`src/rtl/pwm_capture.sv`:
```
// PWM input capture peripheral: measures period and high time of an external
// PWM line and exposes them, with control and sticky status, on the peripheral bus.
module pwm_capture #(
  parameter logic [31:0] base_address = 32'h8000_0100,
  parameter int          N            = 32
) (
  input  logic        clock,
  input  logic        reset,
  input  logic        pwm_in,
  input  logic [31:0] address,
  input  logic        read_enable,
  input  logic        write_enable,
  input  logic [63:0] write_data,
  output logic [63:0] read_data,
  output logic        read_valid,
  output logic        irq
);

  typedef enum logic [1:0] {
    IDLE    = 2'd0,
    ARM     = 2'd1,
    MEASURE = 2'd2
  } state_t;

  localparam logic [N-1:0] CNT_ONE  = {{(N-1){1'b0}}, 1'b1};
  localparam logic [N-1:0] CNT_ZERO = {N{1'b0}};
  localparam logic [N-1:0] CNT_MAX  = {N{1'b1}};

  state_t       state_r, state_next_s;
  logic [N-1:0] counter_r, counter_next_s;
  logic [N-1:0] high_latch_r, high_latch_next_s;
  logic [N-1:0] period_r, high_r;
  logic         sync1_r, sync2_r, prev_r;
  logic         enable_r, irq_en_r;
  logic         valid_r, overflow_r;
  logic         rise_s, fall_s;
  logic         capture_s, ovf_set_s;
  logic         sel_ctrl_s, sel_status_s, sel_period_s, sel_high_s;
  logic         wr_ctrl_s, w1c_valid_s, w1c_ovf_s;
  logic         valid_next_s, overflow_next_s;
  logic         enable_next_s, irq_en_next_s;
  logic [63:0]  rd_mux_s;
  logic         unused_s;

  assign rise_s = sync2_r & ~prev_r;
  assign fall_s = ~sync2_r & prev_r;

  assign sel_ctrl_s   = (address == base_address);
  assign sel_status_s = (address == (base_address + 32'h0000_0008));
  assign sel_period_s = (address == (base_address + 32'h0000_0010));
  assign sel_high_s   = (address == (base_address + 32'h0000_0018));

  assign wr_ctrl_s   = write_enable & sel_ctrl_s;
  assign w1c_valid_s = write_enable & sel_status_s & write_data[0];
  assign w1c_ovf_s   = write_enable & sel_status_s & write_data[1];

  // A capture or overflow in the same cycle as a W1C clear takes priority.
  assign valid_next_s    = capture_s | (valid_r & ~w1c_valid_s);
  assign overflow_next_s = ovf_set_s | (overflow_r & ~w1c_ovf_s);
  assign enable_next_s   = wr_ctrl_s ? write_data[0] : enable_r;
  assign irq_en_next_s   = wr_ctrl_s ? write_data[1] : irq_en_r;

  assign unused_s = ^write_data[63:2];

  // Measurement FSM next-state, counter and capture decisions.
  always_comb begin
    state_next_s      = state_r;
    counter_next_s    = counter_r;
    high_latch_next_s = high_latch_r;
    capture_s         = 1'b0;
    ovf_set_s         = 1'b0;
    case (state_r)
      IDLE: begin
        counter_next_s    = CNT_ZERO;
        high_latch_next_s = CNT_ZERO;
        if (enable_r) begin
          state_next_s = ARM;
        end else begin
          state_next_s = IDLE;
        end
      end
      ARM: begin
        if (!enable_r) begin
          state_next_s   = IDLE;
          counter_next_s = CNT_ZERO;
        end else if (rise_s) begin
          state_next_s      = MEASURE;
          counter_next_s    = CNT_ONE;
          high_latch_next_s = CNT_ZERO;
        end else begin
          counter_next_s = CNT_ZERO;
        end
      end
      MEASURE: begin
        if (!enable_r) begin
          state_next_s   = IDLE;
          counter_next_s = CNT_ZERO;
        end else if (rise_s) begin
          capture_s         = 1'b1;
          counter_next_s    = CNT_ONE;
          high_latch_next_s = CNT_ZERO;
        end else if (counter_r == CNT_MAX) begin
          // Saturated without a rise: abandon this period and re-arm.
          ovf_set_s      = 1'b1;
          state_next_s   = ARM;
          counter_next_s = CNT_ZERO;
        end else begin
          counter_next_s = counter_r + CNT_ONE;
          if (fall_s) begin
            high_latch_next_s = counter_r;
          end else begin
            high_latch_next_s = high_latch_r;
          end
        end
      end
      default: begin
        state_next_s   = IDLE;
        counter_next_s = CNT_ZERO;
      end
    endcase
  end

  // Register read multiplexer; unmapped addresses read as zero.
  always_comb begin
    rd_mux_s = 64'd0;
    if (sel_ctrl_s) begin
      rd_mux_s = {62'd0, irq_en_r, enable_r};
    end else if (sel_status_s) begin
      rd_mux_s = {61'd0, sync2_r, overflow_r, valid_r};
    end else if (sel_period_s) begin
      rd_mux_s = 64'(period_r);
    end else if (sel_high_s) begin
      rd_mux_s = 64'(high_r);
    end else begin
      rd_mux_s = 64'd0;
    end
  end

  // State, input synchronizer, result and bus registers.
  always_ff @(posedge clock) begin
    if (reset) begin
      state_r      <= IDLE;
      counter_r    <= CNT_ZERO;
      high_latch_r <= CNT_ZERO;
      period_r     <= CNT_ZERO;
      high_r       <= CNT_ZERO;
      sync1_r      <= 1'b0;
      sync2_r      <= 1'b0;
      prev_r       <= 1'b0;
      enable_r     <= 1'b0;
      irq_en_r     <= 1'b0;
      valid_r      <= 1'b0;
      overflow_r   <= 1'b0;
      read_data    <= 64'd0;
      read_valid   <= 1'b0;
      irq          <= 1'b0;
    end else begin
      state_r      <= state_next_s;
      counter_r    <= counter_next_s;
      high_latch_r <= high_latch_next_s;
      sync1_r      <= pwm_in;
      sync2_r      <= sync1_r;
      prev_r       <= sync2_r;
      enable_r     <= enable_next_s;
      irq_en_r     <= irq_en_next_s;
      valid_r      <= valid_next_s;
      overflow_r   <= overflow_next_s;
      if (capture_s) begin
        period_r <= counter_r;
        high_r   <= high_latch_r;
      end else begin
        period_r <= period_r;
        high_r   <= high_r;
      end
      read_valid <= read_enable;
      read_data  <= read_enable ? rd_mux_s : 64'd0;
      irq        <= valid_next_s & irq_en_next_s;
    end
  end

endmodule
```
`config.mk`:
```
export PLATFORM = sky130hd
export DESIGN_NAME = pwm_capture
export DESIGN_NICKNAME = d
export VERILOG_FILES = /design/src/rtl/pwm_capture.sv
export SDC_FILE = /design/constraint.sdc
export NUM_CORES = 1
export LEC_CHECK = 0
export ABC_AREA = 1
export CAP_MARGIN = 25
export CORE_ASPECT_RATIO = 1.5
export CORE_UTILIZATION = 30
export DETAILED_ROUTE_END_ITERATION = 8
export GPL_TIMING_DRIVEN = 0
export MAX_ROUTING_LAYER = met4
export SLEW_MARGIN = 20
export SYNTH_ARGS = -nofsm -noshare
export SYNTH_HDL_FRONTEND = slang
export SYNTH_SLANG_ARGS = --single-unit
```
`constraint.sdc`:
```
create_clock -name clock -period 2 [get_ports clock]
set_clock_uncertainty 0.05 [all_clocks]
set_input_delay 0.4 -clock clock [delete_from_list [all_inputs] [get_ports clock]]
set_output_delay 0.4 -clock clock [all_outputs]
set_load 0.1 [all_outputs]
```
==> summary.txt, run 1 <==
Outcome
  • Outcome: finished clean

STA
  • RSZ-0062 raised after global routing: yes
  • Final period util: between 90% and 100%
  • Tmin final: between 1.5 and 2 ns
  • Final setup vio count: 0
  • Final hold violation count: 0
  • Worst slew pin tran: roughly 0.6 ns
  • FMAX: 520 MHz
  • Worst Slack Setup Final: 0.0785 ns
  • Slew Viols, Final: 0
  • Setup_tns: 0 ns
  • Slew margin rel.: 60.1%

Pwr
  • Flop pwr share: 47.1%
  • Leakage: 4.06 nW
  • Sw frac: 24.9%
  • PwrDens: between 700 and 800 nW/um^2
  • Switching power: approximately 1.8 mW
  • Combinational fraction of design power: roughly 7.0%
  • Int Power: 5.44 mW
  • Peak VDD IR: 0.537 mV
  • Clk pwr share: 45.9%

Finish
  • Nets: 1340
  • Area Growth Syn to Fin: 28.5%
  • Antenna diodes: 0
  • Commonest non-fill, non-tap cell in the layout: inv_1
  • Most frequent cells in the layout: inv_1 (184), nand2_1 (164), dfxtp_1 (161)
  • Layout cell share with drive strength beyond 1: 16.9%
  • Fill cells: approximately 2700

Global routing
  • Largest net degree at the start of global routing: 17
  • Number of global-route vias before repair: between 6000 and 7000
  • Grt ovf: 0
  • First-pass GRT wire length: about 33000 um
  • GRT Overall Usage: around 16%
  • Initial antenna violation count: 0

Setup path
  • Worst-path cell chain: clkdlybuf4s50_1 -> or2_2 -> nor3_4 -> nand3_2 -> nand2_1 -> buf_4 -> buf_4 -> nor2_1
  • Startpoint types: input pin
  • Worst setup startpoint: address[1]
  • R2R Setup Slk: approximately 0.09 ns
  • Reg2Reg Depth: 11
  • Critical Path Most Common Cell: buf_4
  • Slowest stage delay, CP: ~0.39 ns
  • R2R Path Start: state_r[0]$_SDFFE_PP0P_
  • Crit Path Class: in2reg
  • Worst-path fanout max: 10
  • Reg2reg end: counter_r[30]$_SDFF_PP0_
  • Critical Path RT: between 2 and 2.5 ns
  • Worst path arrival time: about 2.2 ns
  • CP endpoint kind: flip-flop
  • Crit path to: read_data[15]$_SDFF_PP0_
  • Slowest-stage cell, CP: clkdlybuf4s50_1

Placed design
  • I/O Buffers: 71
  • Routability congestion estimate from global placement: about 0.9
  • Hpwl dp: 15900 um
  • Pre-CTS setup slack: -0.823 ns

Logic synthesis
  • Cell count after synthesis: 1100
  • Synth area leader: dfxtp_1
  • Ys async rst share: 0%
  • Ys Warns: 0
  • Cell Area, Synth: 7790 sq um
  • Register area share after synthesis: a little over two fifths
  • Syn_area_per_cell: 7.08 sq um
  • Synth area leaders: dfxtp_1 (44%), inv_1 (9.0%), nand2_1 (8.1%), nor2_1 (7.0%), a21oi_1 (5.6%)
  • Synth top area share: between 40% and 50%
  • Synth Flop Type: dfxtp_1
  • Yosys reg bits: 171
  • EDFF count, synth: 0
  • Post-synth cell types: 40

Clock tree
  • CTS clock-pin slew for the worst setup and hold paths: 0.07 ns
  • Clock tree buffer depth: 2
  • CTS tree: yes
  • Clk_lat worst skew: between 0.4 and 0.5 ns
  • CTS Buf Count: 17
  • H-Tree Depth: 4
  • Root Driver: clkbuf_16
  • CTS Sinks: about 170

Job
  • Max-Cap Viols: 0

Die
  • Cell Rows: roughly 70
  • Starting Density: 30.8%
  • Die Y: roughly 200 um
  • Core box area: 25300 sq um
  • Width of the die: between 100 and 150 um
  • Die area: roughly 27000 sq um
  • Ports: between 150 and 200

Routing
  • Total wire length: 20400 um
  • Routed Antenna Nets: 0
  • Initial drt markers: 349
  • DR vias/cell: 4.42
  • Via count: approximately 7000
  • Wire length per cell: about 13 um
  • DRC Markers: 0
  • First-pass detailed-route iteration total: 5

Worst hold path
  • WHS Path Cells: 2
  • Hold WC Path Type: in2reg
-- what timing repair did --
item / in CTS / in global routing
pin swaps: 8 / 9
resized for setup: 142 / 63
setup endpoints to repair: 186 / 126
hold buffers: 0 / 0
endpoints found under the hold margin: 0 / 0
setup buffers: 7 / 8
-- through the flow --
stage	power (mW)	instance area (sq um)	hold WS, ns	cells	util (%)
2_1_floorplan	3.88	7910	0.338	1131	-
3_3_place_gp	3.99	9030	0.342	1530	35.7
3_5_place_dp	3.99	9030	0.345	1530	35.7
4_1_cts	7.31	9840	0.321	1569	38.9
5_1_grt	7.45	10000	0.380	1575	39.6
6_report	7.24	10000	0.314	1575	39.6
-- state kept, by name, indices dropped and copies added (netlist names) --
name          cells
enable_r          1
high_r           32
sync1_r           1
counter_r        32
irq               1
sync2_r           1
period_r         32
read_valid        1
overflow_r        1
prev_r            1
irq_en_r          1
read_data        32
high_latch_r     32
state_r           2
valid_r           1
-- cell usage after synthesis, types with 7 or more instances --
master / instances
inv_1: 187
dfxtp_1: 171
nand2_1: 168
nor2_1: 146
a21oi_1: 87
o21ai_0: 72
nand4_1: 58
clkbuf_1: 34
buf_4: 33
nand3_1: 26
nor3_1: 22
o22ai_1: 19
buf_2: 14
xor2_1: 7
-- power groups by stage --
stage	registers (mW)	logic [mW]	clock network [mW]
2_1_floorplan	3.49	0.387	0
3_3_place_gp	3.49	0.503	0
3_5_place_dp	3.49	0.505	0
4_1_cts	3.41	0.510	3.39
5_1_grt	3.41	0.534	3.51
6_report	3.41	0.510	3.32
-- worst max-delay path: cells and delay by family --
kind	cells	cell delay, ns
AND/OR/NAND/NOR	5	1.01
buffers and inverters	3	0.77
-- kinds of logic (layout without fill, tap and decap cells) --
group	Yosys count	in the layout	synth area share [%]
buffers and inverters	279	395	15.5
and+or+nand+nor	448	448	25.9
xor gates and xnor gates	10	10	1.12
DFF	171	171	43.9
AOI/OAI and AO/OA	186	186	12.6
adders and majority gates	5	5	0.803
other	1	32	0.0481
-- layer usage --
layer	share of wire [%]	routed length, um	track usage (%)	vias to the layer above
met5	0	0	-	-
met4	4.6	930	9.26	0
met3	3.3	679	2.54	46
met2	51	10500	29.5	179
met1	41	8330	16.8	3041
li1	-	-	-	3701
-- cell type report --
class | count | area (sq um) | share of cell area, %
clock buffer | 18 | 439 | 4.39
multi-input combinational | 681 | 3410 | 34.1
tap | 328 | 410 | 4.10
buffer | 86 | 561 | 5.60
sequential | 171 | 3440 | 34.3
timing repair buffer | 86 | 880 | 8.78
inverter | 191 | 719 | 7.18
clock inverter | 14 | 155 | 1.55
-- how the worst min path moves through the flow --
| stage | start | to | slack (ns) |
|---|---|---|---|
| 2_1_floorplan | sync1_r$_SDFF_PP0_ | sync2_r$_SDFF_PP0_ | 0.34 |
| 3_3_place_gp | sync1_r$_SDFF_PP0_ | sync2_r$_SDFF_PP0_ | 0.34 |
| 3_5_place_dp | sync1_r$_SDFF_PP0_ | sync2_r$_SDFF_PP0_ | 0.34 |
| 4_1_cts | reset | sync2_r$_SDFF_PP0_ | 0.32 |
| 5_1_grt | reset | valid_r$_SDFF_PP0_ | 0.38 |
| 6_report | reset | sync2_r$_SDFF_PP0_ | 0.31 |
Note: power is estimated with default switching activity, not from simulation.
==> run 2, diff against run 1 <==
CORE_MARGIN = 2   (was default)
CTS_BUF_LIST = sky130_fd_sc_hd__clkbuf_4 sky130_fd_sc_hd__clkbuf_8 sky130_fd_sc_hd__clkbuf_16   (was default)
==> run 2 against run 1 <==
Cell count increased by 0.51%; maximum frequency increased by 0.50%; register-to-register slack about the same; total power increased by 2.4%; sequential cell count unchanged; combinational power about the same; non-clock buffer count increased by 3; largest power group is now the clock network.
==> summary.txt, run 2 (synthesis results as in run 1) <==
Clock tree
  • Root Driver: clkbuf_16
  • Clk_lat worst skew: 0.43 ns (about the same)
  • CTS Buf Count: 17 (unchanged)
  • CTS clock-pin slew for the worst setup and hold paths: 0.07 ns (about the same)
  • CTS tree: yes
  • Hold buffers post-CTS: 0 (unchanged)
  • H-Tree Depth: 4 (unchanged)
  • CTS Sinks: 171 (unchanged)
  • Clock tree buffer depth: 2 (unchanged)

Routing
  • Wire length per cell: 12.9 um (-0.29%)
  • Via count: 6972 (+0.072%)
  • Initial drt markers: 338 (-3.2%)
  • First-pass detailed-route iteration total: 5 (unchanged)
  • Total wire length: 20500 um (+0.22%)
  • Routed Antenna Nets: 0 (unchanged)
  • DR vias/cell: 4.40 (-0.43%)
  • DRC Markers: 0 (unchanged)

STA
  • Hold WS: 0.319 ns (+0.00540 ns)
  • RSZ-0062 raised after global routing: yes
  • Setup_tns: 0 ns (unchanged)
  • Tmin final: 1.91 ns (-0.00950 ns)
  • Final period util: 95.6% (-0.48 points)
  • Worst slew pin tran: 0.611 ns (+0.0125 ns)
  • Final hold violation count: 0 (unchanged)
  • Worst Slack Setup Final: 0.0880 ns (+0.00950 ns)
  • Final setup vio count: 0 (unchanged)
  • Slew margin rel.: 59.3% (-0.83 points)
  • Slew Viols, Final: 0 (unchanged)
  • FMAX: 523 MHz (+0.50%)

Pwr
  • Peak VDD IR: 0.517 mV (-3.7%)
  • PwrDens: 738 nW/um^2 (+2.2%)
  • Leakage: 4.09 nW (+0.66%)
  • Power Total: 7.41 mW (+2.4%)

Placed design
  • Routability congestion estimate from global placement: 0.889 (+1.5%)
  • Pre-CTS setup slack: -0.832 ns (-0.00893 ns)
  • I/O Buffers: 71 (unchanged)
  • Hpwl dp: 15800 um (-0.21%)
  • Placed cells: 1535 (+0.33%)
  • Cell Area, Placed: 9030 sq um (about the same)

Finish
  • Area Growth Syn to Fin: 28.8%
  • Layout cell share with drive strength beyond 1: 16.6% (-0.36 points)
  • Commonest non-fill, non-tap cell in the layout: inv_1
  • Antenna diodes: 0 (unchanged)
  • Util after Layout: 39.1% (-0.47 points)
  • Nets: 1343 (+0.22%)
  • Final cell count without fillers: 1583 (+0.51%)
  • Most frequent cells in the layout: inv_1 (184), nand2_1 (165), dfxtp_1 (163)
  • Design area: 10000 sq um (+0.21%)

Die
  • Starting Density: 30.3% (-0.43 points)
  • Width of the die: 136 um (+1.5%)
  • Ports: 167 (unchanged)
  • Cell Rows: 72 (+1.4%)
  • Die Y: 201 um (+1.0%)
  • Die area: 27300 sq um (+2.5%)
  • Core box area: 25700 sq um (+1.4%)

Job
  • Max-Cap Viols: 0 (unchanged)

Global routing
  • Largest net degree at the start of global routing: 18 (+1)
  • GRT Overall Usage: 15.7% (-0.68 points)
  • Number of global-route vias before repair: 6637 (-0.14%)
  • First-pass GRT wire length: 32900 um (about the same)
  • Initial antenna violation count: 0 (unchanged)
  • Grt ovf: 0 (unchanged)

Outcome
  • Outcome: finished clean

Setup path
  • Crit Path Class: reg2reg
  • Critical Path Most Common Cell: inv_2
  • Slowest-stage cell, CP: dfxtp_1
  • Slowest stage delay, CP: 0.33 ns (-0.06 ns)
  • Worst path arrival time: 2.21 ns (about the same)
  • Critical Path RT: 2.30 ns (+0.02 ns)
  • Worst-path fanout max: 10 (unchanged)
  • Worst-path cell chain: inv_2 -> ha_4 -> inv_2 -> nor2_4 -> nand2_2 -> nor3_4 -> nand2_4 -> buf_4 -> nor3_1
  • CP endpoint kind: flip-flop
  • Startpoint types: flip-flop

Worst hold path
  • Hold WC Path Type: in2reg
## run 2: cell count changes in the layout (fill, tap and decap cells not counted), sizes merged
cell	change
clkbuf	-1
bufinv	+1
inv	+3
buf	+3
clkinvlp	-1
clkinv	-2
## run 2: where the power goes
group          internal [mW]  switching, mW  leakage (nW)
Clock                   2.02           1.47         0.307
Sequential              3.40        0.00171          1.38
Combinational          0.137          0.376          2.40
## run 2: area by class of cell
class / instances / area (sq um)
repair buffers: 88 / 881
clock inverters: 15 / 200
clock buffers: 17 / 425
inverters: 191 / 719
well taps: 333 / 417
flip-flops and latches: 171 / 3440
multi-input cells: 681 / 3410
fillers: 2705 / 15600
plain buffers: 87 / 544
## run 2: final timing paths
check,start,to,slack [ns],cells past startpoint
setup reg to reg,state_r[0]$_SDFFE_PP0P_,counter_r[22]$_SDFF_PP0_,0.09,9
hold / removal,reset,sync1_r$_SDFF_PP0_,0.32,2
hold reg to reg,sync1_r$_SDFF_PP0_,sync2_r$_SDFF_PP0_,0.35,2
setup / recovery,state_r[0]$_SDFFE_PP0P_,counter_r[22]$_SDFF_PP0_,0.09,9
## run 2: timing repair
| item | 4_1_cts | 5_1_grt |
|---|---|---|
| resized for setup | 137 | 59 |
| hold endpoints to repair | 0 | 0 |
| setup endpoints to repair | 192 | 122 |
| setup buffers | 7 | 10 |
| pin swaps | 8 | 12 |
| cloned | 0 | 0 |
## run 2: metal layers
layer / vias up / track usage, % / share of wire, %
li1: 3721 / - / -
met1: 3063 / 17.0 / 41
met2: 158 / 27.7 / 53
met3: 30 / 2.44 / 3.5
met4: 0 / 7.22 / 3.0
met5: - / - / 0
## run 2: critical path: cells and delay by family (launching register included)
kind,cells,cell delay (ns)
adder cells (fa/ha/maj),1,0.18
buffers and inverters,3,0.41
AND/OR/NAND/NOR,5,0.84
flip-flops,1,0.33
